`src/rtl/cgra_config_loader_if.sv`:
```
// Control, memory-read and chain-output signals of the CGRA configuration loader.
// The master modport is the loader side; the slave modport is the memory/fabric/control side.
interface cgra_config_loader_if #(
    parameter int unsigned NUM_CHAINS   = 4,
    parameter int unsigned CHAIN_LEN    = 128,
    parameter int unsigned NUM_CONTEXTS = 2
);
    localparam int unsigned ADDR_W = $clog2(NUM_CONTEXTS * CHAIN_LEN);
    localparam int unsigned CTX_W  = (NUM_CONTEXTS > 1) ? $clog2(NUM_CONTEXTS) : 1;

    logic                  start;
    // "context" is a reserved word in SystemVerilog, hence context_id.
    logic [CTX_W-1:0]      context_id;
    logic                  wipe;
    logic                  enable;
    logic                  rd_en;
    logic [ADDR_W-1:0]     rd_addr;
    logic [NUM_CHAINS-1:0] rd_data;
    logic [NUM_CHAINS-1:0] bitstream;
    logic                  bitstream_valid;
    logic                  busy;
    logic                  done;

    modport master (
        input  start,
        input  context_id,
        input  wipe,
        input  enable,
        input  rd_data,
        output rd_en,
        output rd_addr,
        output bitstream,
        output bitstream_valid,
        output busy,
        output done
    );

    modport slave (
        output start,
        output context_id,
        output wipe,
        output enable,
        output rd_data,
        input  rd_en,
        input  rd_addr,
        input  bitstream,
        input  bitstream_valid,
        input  busy,
        input  done
    );
endinterface

```
`src/rtl/cgra_config_loader.sv`:
```
// Streams one configuration image from synchronous memory onto NUM_CHAINS parallel scan
// chains, one bit per chain per cycle, with enable stalling and an all-zero wipe mode.
module cgra_config_loader #(
    parameter int unsigned NUM_CHAINS   = 4,
    parameter int unsigned CHAIN_LEN    = 128,
    parameter int unsigned NUM_CONTEXTS = 2
) (
    input  logic                 clock,
    input  logic                 reset_n,
    cgra_config_loader_if.master bus
);
    localparam int unsigned ADDR_W = $clog2(NUM_CONTEXTS * CHAIN_LEN);
    localparam int unsigned CTX_W  = (NUM_CONTEXTS > 1) ? $clog2(NUM_CONTEXTS) : 1;
    localparam int unsigned CNT_W  = $clog2(CHAIN_LEN);

    typedef enum logic [1:0] {StIdle, StLoad, StDrain, StDone} state_e;

    state_e                state_q, state_d;
    logic [ADDR_W-1:0]     addr_q, addr_d;
    logic [CNT_W-1:0]      count_q, count_d;
    logic                  wipe_q, wipe_d;
    logic                  valid_q;
    logic                  issue;
    logic                  start_ok;
    logic [CTX_W-1:0]      ctx_sel;
    logic [NUM_CHAINS-1:0] bits;

    assign ctx_sel  = bus.context_id;
    assign start_ok = bus.start && (32'(ctx_sel) < NUM_CONTEXTS);

    always_comb begin
        state_d = state_q;
        addr_d  = addr_q;
        count_d = count_q;
        wipe_d  = wipe_q;
        issue   = 1'b0;
        case (state_q)
            StIdle, StDone: begin
                if (start_ok) begin
                    state_d = StLoad;
                    wipe_d  = bus.wipe;
                    count_d = '0;
                    addr_d  = ADDR_W'(CHAIN_LEN) * ADDR_W'(ctx_sel);
                end
            end
            StLoad: begin
                if (bus.enable) begin
                    issue = 1'b1;
                    // Address stops on the last word so it never crosses into the next image.
                    if (count_q == CNT_W'(CHAIN_LEN - 1)) begin
                        state_d = StDrain;
                    end else begin
                        count_d = count_q + CNT_W'(1);
                        addr_d  = addr_q + ADDR_W'(1);
                    end
                end
            end
            StDrain: begin
                state_d = StDone;
            end
            default: begin
                state_d = StIdle;
            end
        endcase
    end

    always_ff @(posedge clock or negedge reset_n) begin
        if (!reset_n) begin
            state_q <= StIdle;
            addr_q  <= '0;
            count_q <= '0;
            wipe_q  <= 1'b0;
            valid_q <= 1'b0;
        end else begin
            state_q <= state_d;
            addr_q  <= addr_d;
            count_q <= count_d;
            wipe_q  <= wipe_d;
            valid_q <= issue;
        end
    end

    // Memory data arrives one cycle after the read, exactly when valid_q marks the bit.
    assign bits = (valid_q && !wipe_q) ? bus.rd_data : '0;

    assign bus.rd_en           = issue && !wipe_q;
    assign bus.rd_addr         = addr_q;
    assign bus.bitstream       = bits;
    assign bus.bitstream_valid = valid_q;
    assign bus.busy            = (state_q == StLoad) || (state_q == StDrain);
    assign bus.done            = (state_q == StDone);
endmodule

```
`src/flat_wrapper.sv`:
```
// flat-port wrapper written by rule: the top's interface ports become plain ports
module cgra_config_loader_flat 
#(
    parameter int unsigned NUM_CHAINS   = 4,
    parameter int unsigned CHAIN_LEN    = 128,
    parameter int unsigned NUM_CONTEXTS = 2
)
  (clock, reset_n, bus_start, bus_context_id, bus_wipe, bus_enable, bus_rd_data, bus_rd_en, bus_rd_addr, bus_bitstream, bus_bitstream_valid, bus_busy, bus_done);
  cgra_config_loader_if #(.NUM_CHAINS(NUM_CHAINS), .CHAIN_LEN(CHAIN_LEN), .NUM_CONTEXTS(NUM_CONTEXTS)) bus_i ();
  input  logic clock;
  input  logic reset_n;
  input wire logic [$bits(bus_i.start)-1:0] bus_start;
  input wire logic [$bits(bus_i.context_id)-1:0] bus_context_id;
  input wire logic [$bits(bus_i.wipe)-1:0] bus_wipe;
  input wire logic [$bits(bus_i.enable)-1:0] bus_enable;
  input wire logic [$bits(bus_i.rd_data)-1:0] bus_rd_data;
  output wire logic [$bits(bus_i.rd_en)-1:0] bus_rd_en;
  output wire logic [$bits(bus_i.rd_addr)-1:0] bus_rd_addr;
  output wire logic [$bits(bus_i.bitstream)-1:0] bus_bitstream;
  output wire logic [$bits(bus_i.bitstream_valid)-1:0] bus_bitstream_valid;
  output wire logic [$bits(bus_i.busy)-1:0] bus_busy;
  output wire logic [$bits(bus_i.done)-1:0] bus_done;
  assign bus_i.start = bus_start;
  assign bus_i.context_id = bus_context_id;
  assign bus_i.wipe = bus_wipe;
  assign bus_i.enable = bus_enable;
  assign bus_i.rd_data = bus_rd_data;
  assign bus_rd_en = bus_i.rd_en;
  assign bus_rd_addr = bus_i.rd_addr;
  assign bus_bitstream = bus_i.bitstream;
  assign bus_bitstream_valid = bus_i.bitstream_valid;
  assign bus_busy = bus_i.busy;
  assign bus_done = bus_i.done;
  cgra_config_loader #(.NUM_CHAINS(NUM_CHAINS), .CHAIN_LEN(CHAIN_LEN), .NUM_CONTEXTS(NUM_CONTEXTS)) u_core (.clock(clock), .reset_n(reset_n), .bus(bus_i));
endmodule
```
`config.mk`:
```
export PLATFORM = sky130hd
export DESIGN_NAME = cgra_config_loader_flat
export DESIGN_NICKNAME = d
export VERILOG_FILES = /design/src/rtl/cgra_config_loader_if.sv /design/src/rtl/cgra_config_loader.sv /design/src/flat_wrapper.sv
export SDC_FILE = /design/constraint.sdc
export NUM_CORES = 1
export LEC_CHECK = 0
export ABC_AREA = 1
export BUFFER_PORTS_ARGS = -buffer_cell sky130_fd_sc_hd__buf_4
export CAP_MARGIN = 20
export CELL_PAD_IN_SITES_DETAIL_PLACEMENT = 0
export CELL_PAD_IN_SITES_GLOBAL_PLACEMENT = 1
export CORE_MARGIN = 5
export CORE_UTILIZATION = 33
export CTS_CLUSTER_DIAMETER = 80
export CTS_CLUSTER_SIZE = 14
export DETAILED_ROUTE_END_ITERATION = 6
export PLACE_DENSITY = 0.76
export SKIP_LAST_GASP = 1
export SLEW_MARGIN = 40
export SYNTH_ARGS = -nofsm -noshare
export SYNTH_HDL_FRONTEND = slang
export SYNTH_SLANG_ARGS = --single-unit
```
`constraint.sdc`:
```
create_clock -name clock -period 1.4 [get_ports clock]
set_input_delay 0.07 -clock clock [delete_from_list [all_inputs] [get_ports clock]]
set_output_delay 0.07 -clock clock [all_outputs]
set_load 0.005 [all_outputs]
```
# Yosys cells after proc, flatten, opt, wreduce, memory -nomap -nowiden
# Cells that the tools add are included.
# classes
n_addsub,2
n_mux,15
n_eq_ne,8
reduce_logical,10
# ops
cell,count
two-way mux 8 bit,3
two-way mux 7 bit,3
case mux 8 bit (2 select lines),1
case mux 7 bit (2 select lines),1
"adder 8 x 1 -> 8 bit, second input constant",1
"adder 7 x 1 -> 7 bit, second input constant",1
"equality test 7 bit, second input constant",1
two-way mux 2 bit,3
"inequality test 2 bit, second input constant",3
case mux 2 bit (3 select lines),1
"equality test 2 bit, second input constant",2
two-way mux 4 bit,1
AND reduction 4 bit,1
AND reduction 3 bit,1
"equality test 2 x 1 -> 1 bit, second input constant",1
logical AND 1 bit,2
logical NOT 2 bit,1
two-way mux 1 bit,2
"inequality test 2 x 1 -> 1 bit, second input constant",1
AND reduction 2 bit,1
nonzero test 2 bit,1
OR reduction 2 bit,1
logical NOT 1 bit,1
logical OR 1 bit,1
# word_totals
register_bits,19
in_bits,10

# Logic depth before layout (Yosys ltp)
# Gate-level depths: netlist (run 1).
# depth
word_depth,4
depth_mapped,9
ltp_nobuf,8

# Least setup slack after synthesis (run 1)
# No wires, ideal clock.
# synth_path
kind,flip-flop to flip-flop
start,register u_core.state_q[0]
end,register u_core.addr_q[0] (netlist: u_core.bus.rd_addr[0])
setup_time_ns,0.116
path_slack_ns,-0.057
path_stages_with_launch,9
t_arrival_ns,1.340
path_cell_list,dfrtp_1 ha_1 inv_1 o22ai_2 inv_2 nand3_4 buf_6 nand2_1 nand2_1
# synth_between
elab_chain_cells,4
elab_cells_between_ends,10
cone_classes,eq/ne: 5; mux: 1; reduce/logical: 4
# synth_rtl
element,line,source
from (decl),cgra_config_loader.sv:18,"state_e state_q, state_d;"
from (signal assigned),cgra_config_loader.sv:69,state_q <= StIdle;
from (signal assigned),cgra_config_loader.sv:75,state_q <= state_d;
equality test 2 bit or logical NOT 2 bit (tied branches),cgra_config_loader.sv:37,case (state_q)
OR reduction 2 bit,cgra_config_loader.sv:37,
inequality test 2 bit (no source line) or nonzero test 2 bit (tied branches),-,
AND reduction 4 bit (no source line),-,
to (signal assigned),cgra_config_loader.sv:76,addr_q <= addr_d;
to (decl),cgra_config_loader.sv:19,"logic [ADDR_W-1:0] addr_q, addr_d;"
# Parallel ways exist; a longest one is shown, timed or not.
# A chain may end at the register's enable or synchronous reset.

# Worst setup path in the final report (run 1)
# layout_path
start,register u_core.state_q[0]
end,register u_core.addr_q[7] (netlist: u_core.bus.rd_addr[7])
# Same word-level chain as after synthesis.

==> results of run 1 <==
==> stage by stage <==
stage,util [%],setup TNS [ns]
after floorplan,-,0
after global placement,44.3,0
after detailed placement,44.3,-0.251
after CTS,48.0,-0.505
after global routing,49.4,-1.48
final,49.4,-0.666
==> cell families after synthesis <==
logic type	Yosys count	share of synthesized area [%]
adders and majority gates	5	5.30
and+or+nand+nor	116	40.9
AOI/OAI and AO/OA	9	4.67
xor gates and xnor gates	1	0.742
DFF	19	40.3
buffers and inverters	21	8.06
==> placed cells by master, fill, tap and decap left out, types with 2 or more instances in the layout <==
master / synthesis / layout
ha_4: 0 / 2
clkbuf_4: 0 / 3
dlygate4sd3_1: 0 / 2
buf_6: 2 / 2
nand2_2: 3 / 9
inv_4: 0 / 2
inv_1: 16 / 14
nand3_1: 5 / 5
nor2_1: 28 / 27
nand3_4: 1 / 2
buf_4: 0 / 33
inv_2: 2 / 2
a21oi_1: 4 / 4
o21ai_2: 0 / 2
nor2_4: 1 / 2
ha_1: 5 / 2
nand2_1: 75 / 67
nand2_4: 0 / 2
dfrtp_1: 19 / 18
==> worst min-delay path: cells and delay by family <==
| family | cells | cell delay [ns] |
|---|---|---|
| compound gates | 1 | 0.10 |
| buf+inv | 1 | 0.08 |
| simple gates | 1 | 0.03 |
==> flip-flops by register name (all words and copies together) (netlist names) <==
name                        flops
u_core.count_q                  7
u_core.state_q                  2
u_core.bus.bitstream_valid      1
u_core.wipe_q                   1
u_core.bus.rd_addr              8
==> per-layer routing <==
metal	GRT usage [%]	up-vias	wire [µm]
li1	-	605	-
met1	16.8	548	1360
met2	23.2	12	1640
met3	1.88	2	70
met4	3.83	0	14
met5	0	-	0
==> power breakdown <==
group / total [mW] / internal (mW) / switching, mW
sequential: 0.777 / 0.661 / 0.116
combinational: 2.16 / 0.979 / 1.18
clock: 0.287 / 0.106 / 0.180
total: 3.22 / 1.75 / 1.48
==> final timing paths <==
path | endpoint | slack, ns
worst max-delay path | u_core.bus.rd_addr[7] | -0.05
worst min-delay path | u_core.wipe_q | 0.01
worst max register to register | u_core.bus.rd_addr[7] | -0.05
worst min register to register | u_core.count_q[5] | 0.54
max in group asynchronous | u_core.state_q[0] | 1.00
min in group asynchronous | u_core.state_q[1] | 0.18
==> cell type report <==
type | count | area (µm²) | share of cell area (%)
multi-input combinational | 132 | 716 | 42.7
sequential | 19 | 477 | 28.5
timing repair buffer | 39 | 325 | 19.4
inverter | 18 | 72.6 | 4.33
tap | 46 | 57.6 | 3.44
clock buffer | 3 | 22.5 | 1.34
clock inverter | 1 | 5.00 | 0.299
==> repair_timing <==
action / 4_1_cts / 5_1_grt
endpoints found under the setup margin: 19 / 19
resized for setup: 15 / 13
cloned: 1 / 0
buffers inserted: 2 / 3
pin swaps: 3 / 3
hold endpoints to repair: 20 / 0
hold buffers: 2 / 0
==> results.yml, run 1 <==
worst_setup_path:
  worst-path-max-fanout: 15
  max_stage_delay_ns: 0.48
  critPathLaunchType: "register"
  cp_data_arrival_time_ns: 1.65
  worstReg2RegStart: "u_core.state_q[0]"
  crit_path_frequent_cell: "nand2_1"
  path_cells: "ha_4, inv_4, o22ai_4, nor2_4, buf_12, nand2_1, nand2_1"
  worstRegToRegCells: 7
  endpoint_kind: "register"
  crit_required_ns: 1.60
  path_buf_inv: 2
  cp_top_family: "flip-flops"
  path_class: "register to register"
  cp.depth: 7
  slowest_stage: "dfrtp_2"
  crit_start: "u_core.state_q[0]"
sta:
  post-route-min-period_ns: 1.45
  setup_violations: 16
  timing.slew.headroom_pct: 82.3
  fin_crit_sh_pct: 104
  rsz0062_at_grt: "yes"
  setup_ws_ns: -0.0518
  max_freq_mhz: 689
  maxSlewViolCount: 0
  final-hold-violation-count: 0
  fin_hold_ws_ns: 0.0146
  clock_skew_ns: 0.00535
  tightest_slew_ns: 0.266
synth:
  synth_top_area_cell: "dfrtp_1"
  synthesis.nets: 186
  synthesis.area_um2: 1180
  synth_cells: 171
  synth_top_cells_by_count: "nand2_1, nor2_1, dfrtp_1, inv_1"
  synth_cell_types: 20
  synth_most_common_cell: "nand2_1"
  ys_warn_count: 0
  yosysSeqAreaShare_pct: 40.3
  yosys.area.top_type_share_pct: 40.3
  synthArstFlopShare_pct: 100
  synthFlopType: "dfrtp_1"
  synth_edf_count: 0
  avgSynthCellArea_um2: 6.90
  synth_seq_cells: 19
  synth_area_leaders: "dfrtp_1, nand2_1, nor2_1"
place:
  io_buffers: 25
  hpwl_mm: 2.11
  gp_congestion: 0.749
  dp_cells: 248
  preCtsSetupSlack_ns: -0.0269
  placed_area_um2: 1500
clock_tree:
  worstSkewPairLatency_ns: 0.30
  clock_path_buffers: 2
  tritoncts: "built"
  cts_buffers: 3
  clockRootBuffer: "clkbuf_4"
  clk_pin_slew_worst_paths_ns: 0.12
  htree_levels: 1
  cts.sinks: 19
global_routing:
  grt_first_pass_wirelength_mm: 5.31
  grt_antenna_before_repair: 0
  grt_start_max_net_pins: 20
  grt.total_usage_pct: 13.2
  grt_pass1_vias: 1153
  gr-total-overflow: 0
run_status:
  failed_checks: "setup timing"
  outcome: "finished, violations left"
routing:
  initialDrtViolationCount: 31
  routed_wirelength_mm: 3.09
  ant_nets: 0
  vias_per_cell: 4.52
  routedWlPerCell_um: 12.0
  drc: 0
  num_vias: 1167
  drtPass1Iterations: 4
power_and_ir_drop:
  power_mw: 3.22
  p_leak_nw: 0.891
  powerDensity_nw_per_um2: 1920
  irDropWorstVdd_mv: 0.721
die:
  core-area_um2: 3390
  die_w_um: 69.8
  die-area_um2: 4870
  initial_core_util_pct: 34.8
  core.rowCount: 21
  io_pins: 26
  fp.dieH_um: 69.8
finish:
  fin_cells: 258
  final_nets: 228
  syn2layout_area_growth_pct: 42.0
  diodes: 0
  n_fill_cell: 343
  drive_above_1_share_pct: 32.5
  fin_area_um2: 1680
hold_path:
  worst_hold_startpoint: "bus_wipe"
  hold_path_class: "input port to register"
  min_path_cells: 3
job:
  max-cap-violations: 0
Note: power is estimated with default switching activity, not from simulation.
==> inputs of run 2 (changes only) <==
Settings changed: PLACE_DENSITY 0.76 to 0.85, SLEW_MARGIN 40 to 10.
==> results.yml, run 2 (same netlist as run 1, synthesis figures left out) <==
run_status:
  outcome: "finished, violations left"
  failed_checks: "setup timing"
global_routing:
  grt_pass1_vias: 1153
  grt_antenna_before_repair: 0
  grt_start_max_net_pins: 20
  grt_first_pass_wirelength_mm: 5.20
  grt.total_usage_pct: 12.7
  gr-total-overflow: 0
die:
  die-area_um2: 4870
  die_w_um: 69.8
  io_pins: 26
  core-area_um2: 3390
  fp.dieH_um: 69.8
  core.rowCount: 21
  initial_core_util_pct: 34.8
sta:
  final-hold-violation-count: 0
  fin_hold_ws_ns: 0.00739
  rsz0062_at_grt: "yes"
  setup_ws_ns: -0.0392
  tightest_slew_ns: 0.254
  maxSlewViolCount: 0
  max_freq_mhz: 695
  timing.slew.headroom_pct: 83.1
  post-route-min-period_ns: 1.44
  clock_skew_ns: 0.00381
  fin_crit_sh_pct: 103
  setup_violations: 18
worst_setup_path:
  max_stage_delay_ns: 0.47
  cp_top_family: "flip-flops"
  critPathLaunchType: "register"
  rrSetupSlack_ns: -0.04
  endpoint_kind: "register"
  worstRegToRegCells: 7
  cp_data_arrival_time_ns: 1.64
  worstReg2RegStart: "u_core.state_q[0]"
  r2r-end: "u_core.bus.rd_addr[2]"
  path_class: "register to register"
  slowest_stage: "dfrtp_2"
  path_buf_inv: 2
  path_cells: "ha_4, inv_4, o22ai_4, nor2_4, clkbuf_16, nand2_2, nand2_1"
  crit_required_ns: 1.60
  worst-path-max-fanout: 7
clock_tree:
  clk_pin_slew_worst_paths_ns: 0.11
  tritoncts: "built"
  clock_path_buffers: 2
  cts.sinks: 19
  cts_buffers: 3
  worstSkewPairLatency_ns: 0.30
  htree_levels: 1
  clockRootBuffer: "clkbuf_4"
finish:
  largest_reg_flops: 8
  fin_cells: 267
  syn2layout_area_growth_pct: 49.2
  post-route-util_pct: 51.9
  final_nets: 237
  drive_above_1_share_pct: 34.4
  mostFrequentLayoutCell: "nand2_1"
  diodes: 0
  final_cell_mix: "nand2_1, buf_4, nor2_1, dfrtp_1, inv_1"
routing:
  wl_met1_mm: 1.48
  routedWlPerCell_um: 11.2
  dr_wl_met2_mm: 1.38
  initialDrtViolationCount: 36
  wl_met3_um: 97
  ant_nets: 0
  routed_wirelength_mm: 2.98
  drc: 0
  drtPass1Iterations: 4
  num_vias: 1156
  vias_per_cell: 4.33
  routed.top_layer: "met4"
hold_path:
  min_path_cells: 3
  holdPathEnd: "u_core.wipe_q"
  worst_hold_startpoint: "bus_wipe"
  hold_path_class: "input port to register"
place:
  hpwl_mm: 1.90
  dp_cells: 251
  gp_congestion: 0.806
  io_buffers: 25
  preCtsSetupSlack_ns: -0.00625
job:
  max-cap-violations: 0
power_and_ir_drop:
  powerDensity_nw_per_um2: 1930
  p_leak_nw: 0.939
  power_mw: 3.40
  irDropWorstVdd_mv: 1.14
## run 2: cell count changes in the layout (fill, tap and decap cells not counted), sizes merged
cell    change
buf         +8
clkbuf      +1
## run 2: per-stage QoR
step	TNS, ns	area (µm²)
floorplan	0	1200
global placement	0	1520
detailed placement	-0.0131	1520
CTS	-0.130	1660
global route	-1.55	1760
finish	-0.375	1760
## run 2: timing repair
| item | CTS | global route |
|---|---|---|
| endpoints found under the setup margin | 18 | 19 |
| gates resized for setup | 12 | 12 |
| gates cloned | 1 | 1 |
| setup buffers | 4 | 4 |
| pin swaps | 6 | 4 |
| hold buffers | 2 | 0 |
| endpoints found under the hold margin | 20 | 0 |
## run 2: tightest hold or removal path: cells and delay by family
| family | cells | cell delay, ns |
|---|---|---|
| compound gates | 1 | 0.10 |
| buf+inv | 1 | 0.08 |
| simple gates | 1 | 0.03 |
## run 2: layout make-up
| class | instances | area [µm²] |
|---|---|---|
| Clock buffer | 3 | 22.5 |
| Clock inverter | 1 | 5.00 |
| Fill cell | 331 | 1630 |
| Inverter | 18 | 70.1 |
| Multi-Input combinational cell | 132 | 721 |
| Sequential cell | 19 | 478 |
| Tap cell | 46 | 57.6 |
| Timing Repair Buffer | 48 | 407 |
## run 2: worst max-delay path by stage
| stage | start | endpoint | cells after the start |
|---|---|---|---|
| after global placement | u_core.count_q[0] | u_core.bus.rd_addr[0] | 9 |
| after detailed placement | u_core.state_q[1] | u_core.bus.rd_addr[4] | 8 |
| after floorplan | u_core.state_q[1] | u_core.bus.rd_addr[0] | 9 |
| final | u_core.state_q[0] | u_core.bus.rd_addr[2] | 7 |
| after CTS | u_core.state_q[0] | u_core.bus.rd_addr[4] | 7 |
| after global routing | u_core.state_q[0] | u_core.count_q[3] | 7 |
## run 2: metal layers
layer	track usage, %	up-vias
met5	0	-
met2	21.2	19
met4	2.55	0
met3	2.61	4
li1	-	619
met1	17.0	514
## run 2: report_power, final
group / switching, mW / internal (mW)
sequential: 0.120 / 0.663
clock: 0.178 / 0.106
combinational: 1.17 / 1.16
==> inputs of run 3 (changes only) <==
Settings changed: SKIP_CTS_REPAIR_TIMING set to 1, SKIP_LAST_GASP 1 to unset.
==> results.yml, run 3 (same netlist as run 1, synthesis figures left out) <==
power_and_ir_drop:
  irDropWorstVdd_mv: 1.20
  power_frac_seq_pct: 25.2
  switching_share_pct: 44.2
  power_mw: 3.11
  p_switching_mw: 1.38
  power_frac_clock_pct: 9.2
  power.internal_mw: 1.73
  p_comb_share_pct: 65.7
  p_leak_nw: 0.925
  powerDensity_nw_per_um2: 1810
place:
  io_buffers: 25
  hpwl_mm: 1.90
  preCtsSetupSlack_ns: -0.00625
  dp_cells: 251
  gp_congestion: 0.806
  placed_area_um2: 1520
worst_setup_path:
  path_class: "register to register"
  crit_path_frequent_cell: "nand2_1"
  cp_top_family: "flip-flops"
  path_buf_inv: 2
  crit_start: "u_core.state_q[0]"
  worstReg2RegStart: "u_core.state_q[0]"
  crit_required_ns: 1.60
  path_cells: "ha_4, inv_4, o22ai_4, nor2_4, buf_12, nand2_1, nand2_1"
  endpoint_kind: "register"
  cp_data_arrival_time_ns: 1.61
  critPathLaunchType: "register"
  max_stage_delay_ns: 0.47
  worst-path-max-fanout: 15
  rrSetupSlack_ns: -0.01
  slowest_stage: "dfrtp_2"
clock_tree:
  htree_levels: 1
  clockRootBuffer: "clkbuf_4"
  tritoncts: "built"
  clock_path_buffers: 2
  worstSkewPairLatency_ns: 0.29
  clk_pin_slew_worst_paths_ns: 0.12
  cts_buffers: 3
  cts.sinks: 19
global_routing:
  grt_first_pass_wirelength_mm: 4.73
  grt_antenna_before_repair: 0
  grt.total_usage_pct: 11.5
  gr-total-overflow: 0
  grt_pass1_vias: 1079
  grt_start_max_net_pins: 20
finish:
  syn2layout_area_growth_pct: 45.4
  final_cell_mix: "nand2_1, buf_4, nor2_1, dfrtp_1, inv_1"
  diodes: 0
  mostFrequentLayoutCell: "nand2_1"
  final_nets: 232
  largest_reg_flops: 8
  n_fill_cell: 337
  drive_above_1_share_pct: 33.8
  fin_cells: 262
  fin_area_um2: 1720
job:
  max-cap-violations: 0
die:
  io_pins: 26
  core.rowCount: 21
  initial_core_util_pct: 34.8
  core-area_um2: 3390
  die-area_um2: 4870
  fp.dieH_um: 69.8
  die_w_um: 69.8
sta:
  timing.slew.headroom_pct: 83.1
  max_freq_mhz: 709
  setup_violations: 8
  final-hold-violation-count: 0
  tightest_slew_ns: 0.254
  clock_skew_ns: 0.00263
  rsz0062_at_grt: "yes"
  post-route-min-period_ns: 1.41
  fin_crit_sh_pct: 101
  fin_hold_ws_ns: 0.0107
  maxSlewViolCount: 0
  setup_ws_ns: -0.0108
routing:
  num_vias: 1124
  drtPass1Iterations: 4
  routedWlPerCell_um: 10.4
  vias_per_cell: 4.29
  initialDrtViolationCount: 39
  drc: 0
  routed_wirelength_mm: 2.72
  ant_nets: 0
run_status:
  outcome: "finished, violations left"
  failed_checks: "setup timing"
hold_path:
  hold_path_class: "input port to register"
  worst_hold_startpoint: "bus_wipe"
==> run 3: cell types whose count changed in the layout (fill, tap and decap cells not counted), sizes merged <==
cell and delta:
buf -4, clkbuf -1
==> run 3: worst paths after layout <==
path / end / cells past startpoint
worst max register to register: u_core.bus.rd_addr[4] / 7
max in group asynchronous: u_core.bus.rd_addr[0] / 2
worst max-delay path: u_core.bus.rd_addr[4] / 7
worst min register to register: u_core.count_q[5] / 2
min in group asynchronous: u_core.count_q[2] / 2
worst min-delay path: u_core.wipe_q / 3
==> run 3: power by group through the flow <==
stage | sequential, mW | combinational (mW) | clock, mW
4_1_cts | 0.752 | 1.72 | 0.298
2_1_floorplan | 0.763 | 1.06 | 0
3_5_place_dp | 0.763 | 1.72 | 0
5_1_grt | 0.803 | 2.26 | 0.323
6_report | 0.783 | 2.04 | 0.286
3_3_place_gp | 0.762 | 1.72 | 0
==> run 3: routing by layer <==
metal	vias up	wire length, µm	track usage, %
li1	610	-	-
met2	14	1230	18.6
met1	498	1390	15.7
met3	2	86	2.46
met4	0	14	2.55
met5	-	0	0
==> run 3: layout make-up <==
class | instances | area, µm² | share of cell area, %
Tap cell | 46 | 57.6 | 3.36
Clock buffer | 3 | 22.5 | 1.31
Inverter | 18 | 70.1 | 4.08
Multi-Input combinational cell | 132 | 731 | 42.6
Sequential cell | 19 | 478 | 27.9
Clock inverter | 1 | 5.00 | 0.292
Timing Repair Buffer | 43 | 352 | 20.5
==> run 3: worst reg2reg max path: cells and delay by family (launching register included) <==
family          cells  cell delay, ns
fa+ha+maj           1            0.30
simple gates        3            0.18
buf+inv             2            0.20
compound gates      1            0.18
flops               1            0.47
==> run 3: metrics by stage <==
step	TNS (ns)	util, %
floorplan	0	-
global placement	0	44.9
detailed placement	-0.0131	44.9
CTS	-0.512	45.7
global route	-1.25	50.6
finish	-0.0455	50.6
